### src/rtl/calc_sequencer.sv
`timescale 1ns/1ps
// calc_sequencer
//   Programmable-calculator controller. Fetches instructions from an
//   asynchronous-read instruction ROM, hands operands and mode to the ALU
//   with a start/done handshake, and writes each result into one of NUM_CH
//   transcript memories.
//
//   Instruction layout, MSB to LSB: [CH | MODE | A | B]
//     CH = 0          halt opcode
//     CH = 1..NUM_CH  execute, store into transcript channel CH-1
//     CH > NUM_CH     illegal: halt and raise the sticky error flag
//
// Ports
//   clock             system clock, rising edge
//   reset_n           asynchronous active-low reset
//   start             level; leaves IDLE or HALT
//   inst_mem_data     ROM read data at inst_addr
//   inst_addr         program counter
//   a, b, mode        ALU operands and mode
//   alu_start         one-cycle ALU launch pulse
//   alu_done          ALU result valid
//   trans_mem_full    per-channel full flag
//   trans_mem_wen     per-channel write enable (one-hot or zero)
//   trans_mem_cnt_en  per-channel address advance, same as trans_mem_wen
//   done              high while halted
//   error             sticky illegal-opcode flag
//   current_instr     debug: latched instruction
//   controller_state  debug: FSM state
//   instr_count       completed stores, saturating (only with
//                     CALC_SEQ_INSTR_COUNT_EN defined)
//
// Optional build macro: CALC_SEQ_INSTR_COUNT_EN
//
// State table
//   state   | meaning
//   IDLE    | after reset, all outputs 0, wait for start
//   FETCH   | latch instruction at inst_addr and decode its opcode
//   EXECUTE | ALU running, wait for alu_done
//   STORE   | write to transcript channel; stall while it is full
//   HALT    | program finished or illegal opcode; done=1, wait for start

module calc_sequencer #(
   parameter int DATA_W     = 8,
   parameter int MODE_W     = 4,
   parameter int NUM_CH     = 2,
   parameter int CH_W       = 2,
   parameter int INST_DEPTH = 16,
   parameter int INSTR_W    = CH_W + MODE_W + 2*DATA_W,
   localparam int AW        = (INST_DEPTH > 1) ? $clog2(INST_DEPTH) : 1
) (
   input  logic               clock,
   input  logic               reset_n,
   input  logic               start,
   input  logic [INSTR_W-1:0] inst_mem_data,
   output logic [AW-1:0]      inst_addr,
   output logic [DATA_W-1:0]  a,
   output logic [DATA_W-1:0]  b,
   output logic [MODE_W-1:0]  mode,
   output logic               alu_start,
   input  logic               alu_done,
   input  logic [NUM_CH-1:0]  trans_mem_full,
   output logic [NUM_CH-1:0]  trans_mem_wen,
   output logic [NUM_CH-1:0]  trans_mem_cnt_en,
   output logic               done,
   output logic               error,
   output logic [INSTR_W-1:0] current_instr,
   output logic [2:0]         controller_state
`ifdef CALC_SEQ_INSTR_COUNT_EN
   ,
   output logic [15:0]        instr_count
`endif
);

   localparam logic [2:0] S_IDLE    = 3'd0;
   localparam logic [2:0] S_FETCH   = 3'd1;
   localparam logic [2:0] S_EXECUTE = 3'd2;
   localparam logic [2:0] S_STORE   = 3'd3;
   localparam logic [2:0] S_HALT    = 3'd4;

   logic [2:0]        state;
   logic [CH_W-1:0]   fetch_ch;
   logic [CH_W-1:0]   cur_ch;
   logic [MODE_W-1:0] fetch_mode;
   logic [DATA_W-1:0] fetch_a;
   logic [DATA_W-1:0] fetch_b;
   logic              fetch_illegal;
   logic              last_addr;
   logic [NUM_CH-1:0] ch_sel;
   logic              ch_full;

   assign fetch_ch      = inst_mem_data[INSTR_W-1 -: CH_W];
   assign fetch_mode    = inst_mem_data[2*DATA_W +: MODE_W];
   assign fetch_a       = inst_mem_data[DATA_W +: DATA_W];
   assign fetch_b       = inst_mem_data[0 +: DATA_W];
   assign fetch_illegal = (fetch_ch > CH_W'(NUM_CH));
   assign cur_ch        = current_instr[INSTR_W-1 -: CH_W];
   assign last_addr     = (inst_addr == AW'(INST_DEPTH-1));

   // Channel select from the latched instruction; only meaningful in
   // EXECUTE/STORE where the opcode is known to be legal.
   always_comb begin
      ch_sel = '0;
      for (int i = 0; i < NUM_CH; i++) begin
         if (cur_ch == CH_W'(i+1)) ch_sel[i] = 1'b1;
      end
   end

   assign ch_full = |(trans_mem_full & ch_sel);

   assign controller_state = state;
   assign trans_mem_cnt_en = trans_mem_wen;

   // The write strobe is registered, so it is scheduled one edge ahead:
   // a STORE cycle with the strobe up is the write cycle and leaves STORE,
   // a STORE cycle without it is a stall that re-checks the full flag.
   always_ff @(posedge clock or negedge reset_n) begin
      if (!reset_n) begin
         state         <= S_IDLE;
         inst_addr     <= '0;
         a             <= '0;
         b             <= '0;
         mode          <= '0;
         alu_start     <= 1'b0;
         trans_mem_wen <= '0;
         done          <= 1'b0;
         error         <= 1'b0;
         current_instr <= '0;
      end else begin
         alu_start     <= 1'b0;
         trans_mem_wen <= '0;
         case (state)
            S_IDLE: begin
               if (start) state <= S_FETCH;
            end
            S_FETCH: begin
               current_instr <= inst_mem_data;
               if (fetch_ch == '0 || fetch_illegal) begin
                  state <= S_HALT;
                  done  <= 1'b1;
                  a     <= '0;
                  b     <= '0;
                  mode  <= '0;
                  if (fetch_illegal) error <= 1'b1;
               end else begin
                  state     <= S_EXECUTE;
                  a         <= fetch_a;
                  b         <= fetch_b;
                  mode      <= fetch_mode;
                  alu_start <= 1'b1;
               end
            end
            S_EXECUTE: begin
               if (alu_done) begin
                  state <= S_STORE;
                  if (!ch_full) trans_mem_wen <= ch_sel;
               end
            end
            S_STORE: begin
               if (|trans_mem_wen) begin
                  if (last_addr) begin
                     state <= S_HALT;
                     done  <= 1'b1;
                     a     <= '0;
                     b     <= '0;
                     mode  <= '0;
                  end else begin
                     state     <= S_FETCH;
                     inst_addr <= inst_addr + 1'b1;
                  end
               end else if (!ch_full) begin
                  trans_mem_wen <= ch_sel;
               end
            end
            S_HALT: begin
               if (start) begin
                  state     <= S_FETCH;
                  inst_addr <= '0;
                  error     <= 1'b0;
                  done      <= 1'b0;
               end
            end
            default: begin
               state         <= S_IDLE;
               inst_addr     <= '0;
               a             <= '0;
               b             <= '0;
               mode          <= '0;
               done          <= 1'b0;
               error         <= 1'b0;
               current_instr <= '0;
            end
         endcase
      end
   end

`ifdef CALC_SEQ_INSTR_COUNT_EN
   always_ff @(posedge clock or negedge reset_n) begin
      if (!reset_n) begin
         instr_count <= '0;
      end else if (state == S_HALT && start) begin
         instr_count <= '0;
      end else if (|trans_mem_wen && instr_count != 16'hFFFF) begin
         instr_count <= instr_count + 16'd1;
      end
   end
`endif

endmodule

### config.mk
export PLATFORM = sky130hd
export DESIGN_NAME = calc_sequencer
export DESIGN_NICKNAME = d
export VERILOG_FILES = /design/src/rtl/calc_sequencer.sv
export SDC_FILE = /design/constraint.sdc
export NUM_CORES = 1
export LEC_CHECK = 0
export CAP_MARGIN = 20
export CORE_ASPECT_RATIO = 1.5
export CORE_MARGIN = 2
export CORE_UTILIZATION = 50
export CTS_BUF_LIST = sky130_fd_sc_hd__clkbuf_8
export DETAILED_ROUTE_END_ITERATION = 10
export GPL_ROUTABILITY_DRIVEN = 0
export PLACE_DENSITY = 0.92
export SYNTH_ARGS = -nofsm -noshare
export SYNTH_HDL_FRONTEND = slang
export SYNTH_SLANG_ARGS = --single-unit
### constraint.sdc
create_clock -name clock -period 3.35 [get_ports clock]
set_clock_uncertainty 0.2 [all_clocks]
set_input_delay 0.67 -clock clock [delete_from_list [all_inputs] [get_ports clock]]
set_output_delay 0.67 -clock clock [all_outputs]
set_load 0.01 [all_outputs]
== Word level (Yosys, flattened, before mapping) ==
Index checks and enable logic that the tools add are counted.

* Memory bits (writable): 0
* Bits in read-only memories: 0
* Memories: 0
* Output and inout bits: 56
* Latch bits: 0
* Input port bits: 28
* Logic and storage cells: 85
* Bits in registers: 54

* Equal/unequal tests: 15
* Multiply operators: 0
* Mux-type cells: 37
* $lt $le $gt $ge: 1
* Shift operators: 0
* Add/sub/neg operators: 1
* Bitwise logic cells: 5
* Divide/modulo/power cells: 0
* Reduce and logical (&&, ||, !) cells: 16

{| class="wikitable"
|+ Operator list
! cell !! count
|-
| 8-bit case mux with 3 select lines || 2
|-
| 22-bit case mux with 2 select lines || 1
|-
| 8-bit two-way mux || 4
|-
| 4-bit two-way mux || 6
|-
| 4-bit case mux with 3 select lines || 2
|-
| 3-bit two-way mux || 5
|-
| 2-bit inequality test, second input constant || 7
|-
| 3-bit case mux with 4 select lines || 1
|-
| 1-bit two-way mux || 10
|-
| 3-bit OR reduction || 3
|-
| 4-bit AND reduction || 2
|-
| 2-bit OR reduction || 4
|-
| 3-bit by 2-bit == test with 1-bit output, second input constant || 2
|-
| 2-bit two-way mux || 3
|-
| 3-bit AND reduction || 2
|-
| 5-bit AND reduction || 1
|-
| 4-bit by 1-bit adder with 4-bit output, second input constant || 1
|-
| 4-bit == test, second input constant || 1
|-
| 1-bit NOT || 4
|-
| 1-bit case mux with 4 select lines || 1
|-
| 2-bit case mux with 2 select lines || 1
|-
| 4-bit OR reduction || 1
|-
| 3-bit by 1-bit == test with 1-bit output, second input constant || 1
|-
| 3-bit == test, second input constant || 1
|-
| other kinds (9) || 9
|}

== Depth between registers and ports, before layout ==
Gate-level depths: netlist of the first run.

* Depth after elaboration: 7
* Mapped depth: 5
* Gate-level depth less buffers: 4

== Worst setup path after synthesis of the first run ==
Ideal clock, no wire load.

* Path kind: input port to flip-flop
* Start: input port inst_mem_data[20]
* End: register a[0]
* Data arrival time: 1.493 ns
* Stages: 5
* Slack: 1.526 ns
* Setup time: 0.131 ns
* Buffers on the path: 1
* Data required time: 3.019 ns
* Cell sequence: ha_1 > and4bb_1 > buf_2 > nand2_1 > o211ai_1

* Cells in the longest elaborated chain, start to end: 4
* Elaborated cells on any way between the ends: 5
* Classes of those cells: order compare (1); mux (2); reduce/logical (2)

{| class="wikitable"
|+ Ends and longest elaborated chain
! what !! line !! source
|-
| start, declared || 54 || <nowiki>input logic [INSTR_W-1:0] inst_mem_data,</nowiki>
|-
| 2-bit > comparator / 2-bit zero test (equally long branches) || 95, 137 ||
|-
| 1-bit logical OR (*) || 137 || <nowiki>if (fetch_ch == '0 || fetch_illegal) begin</nowiki>
|-
| 8-bit two-way mux (*) || 137 ||
|-
| 8-bit case mux with 3 select lines (*) || 131 || <nowiki>case (state)</nowiki>
|-
| end signal, assigned || 146 || <nowiki>a <= fetch_a;</nowiki>
|-
| end, declared || 56 || <nowiki>output logic [DATA_W-1:0] a,</nowiki>
|}

Every way passes the cells marked *; elsewhere a longest branch is shown, timed or not.
A chain may end at the register's enable or synchronous reset.

== Worst setup path after layout of the first run ==
* Start: register state[0] (netlist: controller_state[0])
* End: output port controller_state[0]

{| class="wikitable"
|+ RTL lines
! what !! line !! source
|-
| start, declared || 80 || <nowiki>logic [2:0] state;</nowiki>
|-
| start signal, assigned || 118 || <nowiki>state <= S_IDLE;</nowiki>
|-
| start signal, assigned || 133 || <nowiki>if (start) state <= S_FETCH;</nowiki>
|-
| start signal, assigned || 138 || <nowiki>state <= S_HALT;</nowiki>
|-
| end, declared || 67 || <nowiki>output logic [2:0] controller_state</nowiki>
|}

No word-level cell between the ends.

==> results of run 1 <==
-- metrics by stage --
| stage | hold slack [ns] | power (mW) | instances | worst slack [ns] |
|---|---|---|---|---|
| 3_3_place_gp | 0.272 | 2.60 | 365 | 0.794 |
| 2_1_floorplan | 0.174 | 1.89 | 231 | 1.53 |
| 3_5_place_dp | 0.274 | 2.65 | 365 | 0.741 |
| 6_report | 0.275 | 3.09 | 372 | 0.903 |
| 5_1_grt | 0.329 | 3.28 | 372 | 0.823 |
| 4_1_cts | 0.297 | 3.10 | 372 | 0.900 |
-- layout make-up --
cell class / count / area, um^2 / area share (%)
clock inverter: 1 / 30.0 / 0.894
inverter: 2 / 7.51 / 0.224
clock buffer: 6 / 82.6 / 2.46
multi-input combinational: 158 / 951 / 28.3
timing repair buffer: 87 / 856 / 25.5
tap: 64 / 80.1 / 2.38
sequential: 54 / 1350 / 40.2
-- Yosys cell counts (all sizes together) --
library cell and count:
a32o 1, nor3b 1, nand3 4, and3 2, nand2 64, and3b 1, a221o 1, buf 15
nor3 2, or4 1, a22o 22, nand3b 2, o31ai 2, and2 1, a311o 1, nand2b 2
inv 2, ha 2, nor2 5, nor2b 5, o41ai 1, a21boi 1, o21ai 6, a2bb2oi 1
and4bb 1, clkbuf 2, a31oi 1, dfrtp 54, a21oi 2, nor4b 2, o211ai 24
-- power by group --
group	internal, mW	switching (mW)	total, mW
Clock	0.239	0.212	0.451
Sequential	0.927	0.256	1.18
Combinational	0.799	0.656	1.46
Total	1.97	1.12	3.09
-- flip-flops by register name (all words and copies together), names as in the netlist --
signal / count
current_instr: 22
mode: 4
inst_addr: 4
error: 1
alu_start: 1
b: 8
a: 8
controller_state: 3
done: 1
trans_mem_cnt_en: 2
-- cells by family (layout without fill, tap and decap cells) --
group	count (synthesis)	after routing	share of synthesized area, %
DFF	54	54	56.5
AOI/OAI and AO/OA	63	63	20.7
buffers and inverters	19	96	4.19
and+or+nand+nor	93	93	17.6
adders and majority gates	2	2	1.05
-- cells in the final DEF (no fill, tap or decap), drive strengths merged, types with 4 or more instances in the layout --
cell,Yosys,final
dfrtp,54,54
o211ai,24,24
nor2b,5,5
nand2,64,64
nor2,5,5
clkbuf,2,6
clkdlybuf4s50,0,82
o21ai,6,6
a22o,22,22
nand3,4,4
buf,15,5
-- worst max path at each step --
stage / slack [ns] / start / to / cells after the start
2_1_floorplan: 1.53 / inst_mem_data[20] / a[0]$_DFFE_PN0P_ / 5
3_3_place_gp: 0.79 / inst_mem_data[20] / a[7]$_DFFE_PN0P_ / 6
3_5_place_dp: 0.74 / inst_mem_data[20] / b[3]$_DFFE_PN0P_ / 6
4_1_cts: 0.90 / controller_state[0]$_DFFE_PN0P_ / controller_state[0] / 1
5_1_grt: 0.82 / controller_state[0]$_DFFE_PN0P_ / controller_state[0] / 1
6_report: 0.90 / controller_state[0]$_DFFE_PN0P_ / controller_state[0] / 1
-- metal layers --
layer	vias up	part of all wire (%)
met5	-	0
met4	0	1.9
met3	11	5.3
met2	89	52
met1	1043	41
li1	980	-
==> summary.md, run 1 <==
| Metric | Value |
|---|---|
| Floorplan core area | 4580 um^2 |
| Worst Hold Class | in2async |
| Clk slew on worst S/H paths | 0.10 ns |
| Unrepaired setup endpoints after global routing | no |
| Count of distinct cell types in the synthesized netlist | 34 |
| Floorplan die area | 5360 um^2 |
| Antenna Diode Count | 0 |
| CP Data Required Time | 2.48 ns |
| Clock latency on the worst-skew pair | 0.31 ns |
| Top cell type's share of synthesized area | 56.5% |
| GR Overflow Total | 0 |
| H-tree lvl count | 2 |
| Endpoint of the worst register-to-register path | b[7]$_DFFE_PN0P_ |
| Total count of hold-check failures in the final report | 0 |
| GR Layer Usage met2 | 41.7% |
| # nets final | 338 |
| Family of cells with the greatest summed delay on the critical path | flip-flops |
| TritonCTS buffer count | 5 |
| Status | finished clean |
| Period minus WS final | 2.45 ns |
| Path depth of the worst reg2reg path | 3 |
| Post-synthesis cell area | 2390 um^2 |
| # resized after CTS | 0 |
| Post-DP Area | 3250 um^2 |
| Maximum clock path buffer count | 2 |
| Starting utilization of the core area | 52.2% |
| Sort of element at the start of the critical path | flop |
| Total number of yosys warnings | 0 |
| Total wire length | 6.14 mm |
| Number of global-route vias before repair | 2039 |
| Synthesized netlist cell count | 231 |
| Final setup fails | 0 |
| Fraction of final layout cells sized beyond drive strength 1 | 5.52% |
| Vias/cell | 5.71 |
| Final design utilization | 73.3% |
| First-iteration detailed-routing DRC count | 151 |
| Met1 usage | 31.2% |
| Portion of the clock cycle consumed by the worst path in the final layout | 73.1% |
| Buffers on Ports | 83 |
| Largest stage delay on the critical path | 0.64 ns |
| Global-route wire length before repair | 9.84 mm |
| Total via count after detailed routing | 2123 |
| Total routing usage reported by global routing | 24.5% |
| Largest net degree at the start of global routing | 42 |
| Standard-cell rows | 30 |
| Max Clock Freq | 409 MHz |
| WP buf/inv | 1 |
| X dimension of the die | 60.5 um |
| Pwr dens | 920 nW/um^2 |
| Critical Path Slowest Stage Cell | sky130_fd_sc_hd__dfrtp_1 |
| Max rail drop VDD | 0.484 mV |
| R2R Setup Slk | 1.05 ns |
| Final-layout fill cell count | 360 |
| Final non-filler cell area | 3360 um^2 |
| Synthesized area per cell | 10.4 um^2 |
| Root cell of the clock tree | sky130_fd_sc_hd__clkbuf_8 |
| Die extent in y | 88.7 um |
| Synthesized net count | 261 |
| Number of storage elements in the synthesis netlist | 54 |
| Number of antenna violations at the first check in global routing | 0 |
| Detailed-route wire length per cell | 16.5 um |
| Number of clock sinks | 54 |
| Source of the worst register-to-register timing path | controller_state[0]$_DFFE_PN0P_ |
| Global Route met3 Usage | 3.80% |
| Half-perimeter wire length of the detailed placement result | 4.19 mm |
| Most area-hungry cell type in the Yosys netlist | sky130_fd_sc_hd__dfrtp_1 |
| Maximum Capacitance Violations | 0 |
| Nature of the critical path endpoint | output port |
| Antenna-violating nets left | 0 |
| Worst Path Class, Setup | reg2out |
| Layer with the highest usage | met2 |
| Max Slew Vio Count | 0 |
| First-pass DRT Iterations | 4 |
| Data arrival time of the worst path | 1.58 ns |
| Relative slew slack | 39.3% |
| Seq/Total Area, Yosys | 56.5% |
| DRC errors left | 0 |
| Area Overhead vs Synth | 40.5% |
| Cell-by-cell trace of the critical path | clkdlybuf4s50_1 |
| CTS tree | yes |
| Setup TNS after final layout | 0 ns |
| Post-CTS Hold Fix Bufs | 0 |
| Main area contributors after synthesis | sky130_fd_sc_hd__dfrtp_1 (57%), sky130_fd_sc_hd__nand2_1 (10%), sky130_fd_sc_hd__a22o_1 (8.1%) |
| CP Max Fanout | 15 |
| Measured slew at the worst slew-check pin | 0.909 ns |
| Total setup buffers inserted after CTS | 0 |
| I/O pin count | 84 |
| Static power due to leakage | 1.40 nW |
(Power assumes the default switching activity.)
==> run 2, diff against run 1 <==
--- a/config.mk
+++ b/config.mk
@@ -8,11 +8,11 @@
 export CAP_MARGIN = 20
 export CORE_ASPECT_RATIO = 1.5
 export CORE_MARGIN = 2
-export CORE_UTILIZATION = 50
+export CORE_UTILIZATION = 46
 export CTS_BUF_LIST = sky130_fd_sc_hd__clkbuf_8
 export DETAILED_ROUTE_END_ITERATION = 10
 export GPL_ROUTABILITY_DRIVEN = 0
-export PLACE_DENSITY = 0.92
+export PLACE_DENSITY = 0.85
 export SYNTH_ARGS = -nofsm -noshare
 export SYNTH_HDL_FRONTEND = slang
 export SYNTH_SLANG_ARGS = --single-unit
==> constraint.sdc (replaced) <==
create_clock -name clock -period 2.35 [get_ports clock]
set_clock_uncertainty 0.2 [all_clocks]
set_input_delay 0.47 -clock clock [delete_from_list [all_inputs] [get_ports clock]]
set_output_delay 0.47 -clock clock [all_outputs]
set_load 0.01 [all_outputs]
==> run 2 against run 1 <==
  * Via count increased by 0.85%
  * Clock power increased by 33%
  * Critical endpoint is now controller_state[2]
  * First-iteration DRC count decreased by 3.3%
  * Largest power group unchanged
  * Flip-flop and latch count unchanged
==> summary.md, run 2 (same netlist as run 1, synthesis figures left out) <==
| Metric | Value |
|---|---|
| Sort of element at the start of the critical path | flop |
| Setup TNS after final layout | 0 ns (unchanged) |
| DRC errors left | 0 (unchanged) |
| Number of global-route vias before repair | 2155 (+5.7%) |
| Detailed-route wire length per cell | 16.5 um (-0.22%) |
| X dimension of the die | 62.9 um (+4.0%) |
| Period minus WS final | 2.22 ns |
| Final design utilization | 67.1% (-6.2 points) |
| CTS tree | yes |
| Unrepaired setup endpoints after global routing | no |
| Area used by multi-input combinational logic | 951 um^2 (unchanged) |
| Standard-cell rows | 32 (+6.7%) |
| WP buf/inv | 1 (unchanged) |
| Largest stage delay on the critical path | 0.63 ns (about the same) |
| Portion of the clock cycle consumed by the worst path in the final layout | 94.6% |
| Maximum clock path buffer count | 2 (unchanged) |
| Half-perimeter wire length of the detailed placement result | 4.37 mm (+4.2%) |
| Total via count after detailed routing | 2141 (+0.85%) |
| Final-layout fill cell count | 427 (+19%) |
| Total wire length | 6.33 mm (+3.0%) |
| Sequential cell fraction of total power | 38.0% (-0.3 points) |
| # resized after CTS | 0 (unchanged) |
| Design internal power | 2.82 mW (+44%) |
| Die extent in y | 92.3 um (+4.1%) |
| Total setup buffers inserted after CTS | 0 (unchanged) |
| Critical Path Slowest Stage Cell | sky130_fd_sc_hd__clkdlybuf4s50_1 |
| Global-route wire length before repair | 10.6 mm (+7.4%) |
| Number of flip-flops under the largest register name | 22 (unchanged) |
| GR Overflow Total | 0 (unchanged) |
| Post-layout worst setup margin | 0.127 ns (-0.776 ns) |
| Max rail drop VDD | 0.769 mV (+59%) |
| Pwr dens | 1300 nW/um^2 (+41%) |
| Nature of the critical path endpoint | output port |
| Floorplan core area | 5080 um^2 (+11%) |
| Net Sw Power | 1.60 mW (+43%) |
| Max Slew Vio Count | 0 (unchanged) |
| Worst Hold Class | in2async |
| Total power | 4.43 mW (+43%) |
| Area Overhead vs Synth | 42.8% |
| Worst Path Class, Setup | reg2out |
| Family of cells with the greatest summed delay on the critical path | buffers and inverters |
| First-iteration detailed-routing DRC count | 146 (-3.3%) |
| Relative slew slack | 38.9% (-0.47 points) |
| Part of the total power dissipated in combinational logic | 48.5% (+1.4 points) |
| Number of antenna violations at the first check in global routing | 0 (unchanged) |
| Largest registers | current_instr: 22 flops, a: 8 flops, b: 8 flops |
| Clk slew on worst S/H paths | 0.09 ns (about the same) |
| Total routing usage reported by global routing | 23.2% (-1.4 points) |
| Maximum Capacitance Violations | 0 (unchanged) |
| Floorplan die area | 5800 um^2 (+8.2%) |
| Status | finished clean |
| CP Data Required Time | 1.68 ns (-0.80 ns) |
| Data arrival time of the worst path | 1.55 ns (-0.03 ns) |
| Antenna Diode Count | 0 (unchanged) |
| Fraction of final layout cells sized beyond drive strength 1 | 7.28% (+1.8 points) |
| # nets final | 345 (+2.1%) |
| Most frequent cells in the layout | sky130_fd_sc_hd__clkdlybuf4s50_1 (82), sky130_fd_sc_hd__nand2_1 (64), sky130_fd_sc_hd__dfrtp_1 (54) |
| H-tree lvl count | 2 (unchanged) |
| Vias/cell | 5.58 (-2.3%) |
| Clock group share of total power | 13.5% (-1.1 points) |
| Setup slack at placement | 0.141 ns (-0.600 ns) |
| Max Clock Freq | 450 MHz |
| Number of clock sinks | 54 (unchanged) |
| I/O pin count | 84 (unchanged) |
| Measured slew at the worst slew-check pin | 0.917 ns (+0.00805 ns) |
| Clock latency on the worst-skew pair | 0.30 ns (about the same) |
| Worst hold slack | 0.0822 ns (-0.193 ns) |
| Register with the most flip-flops | current_instr |
| Antenna-violating nets left | 0 (unchanged) |
| TritonCTS buffer count | 5 (unchanged) |
| Share of total power consumed by net switching | 36.2% (-0.13 points) |
| Total count of hold-check failures in the final report | 0 (unchanged) |
| First-pass DRT Iterations | 4 (unchanged) |
| Starting utilization of the core area | 47.0% (-5.2 points) |
| Cell-by-cell trace of the critical path | clkdlybuf4s50_1 |
| Static power due to leakage | 1.44 nW (+3.0%) |
| Post-CTS Hold Fix Bufs | 0 (unchanged) |
| Root cell of the clock tree | sky130_fd_sc_hd__clkbuf_8 |
| Buffers on Ports | 83 (unchanged) |
| Final setup fails | 0 (unchanged) |
| CP Max Fanout | 13 (-2) |
| Leading cell type in the layout, fill and taps excluded | sky130_fd_sc_hd__clkdlybuf4s50_1 |
| Sequential cell area | 1350 um^2 (unchanged) |
| Largest net degree at the start of global routing | 55 (+31%) |
-- run 2: layer usage --
layer | up-vias | track usage [%] | part of all wire, %
met4 | 0 | 11.9 | 3.1
met1 | 1047 | 29.8 | 41
met5 | - | 0 | 0
met3 | 16 | 2.92 | 4.3
li1 | 997 | - | -
met2 | 81 | 38.3 | 52
-- run 2: area by class of cell --
| type | count | area share (%) |
|---|---|---|
| inverter | 2 | 0.220 |
| multi-input combinational | 158 | 27.9 |
| sequential | 54 | 39.6 |
| clock buffer | 5 | 2.02 |
| timing repair buffer | 94 | 26.7 |
| clock inverter | 3 | 1.10 |
| tap | 68 | 2.49 |
-- run 2: worst paths after layout --
check	endpoint	start	slack [ns]	cells past startpoint
max	controller_state[2]	controller_state[2]$_DFFE_PN0P_	0.13	1
min	mode[0]$_DFFE_PN0P_	reset_n	0.08	2
max reg2reg	current_instr[15]$_DFFE_PN0N_	controller_state[2]$_DFFE_PN0P_	0.26	3
min reg2reg	current_instr[5]$_DFFE_PN0N_	current_instr[5]$_DFFE_PN0N_	0.31	1
max in group asynchronous	a[1]$_DFFE_PN0P_	reset_n	1.43	2
min in group clock	current_instr[5]$_DFFE_PN0N_	current_instr[5]$_DFFE_PN0N_	0.31	1
-- run 2: through the flow --
stage          instance area (um^2)  instances
6_report                       3410        384
5_1_grt                        3410        384
4_1_cts                        3400        383
3_5_place_dp                   3300        375
3_3_place_gp                   3300        375
2_1_floorplan                  2390        231
-- run 2: power groups by stage --
| stage | clock (mW) | combinational (mW) | sequential [mW] |
|---|---|---|---|
| floorplan | 0 | 0.915 | 1.78 |
| global placement | 0 | 2.08 | 1.68 |
| detailed placement | 0 | 2.15 | 1.68 |
| CTS | 0.612 | 2.15 | 1.68 |
| global route | 0.645 | 2.33 | 1.75 |
| finish | 0.598 | 2.15 | 1.68 |
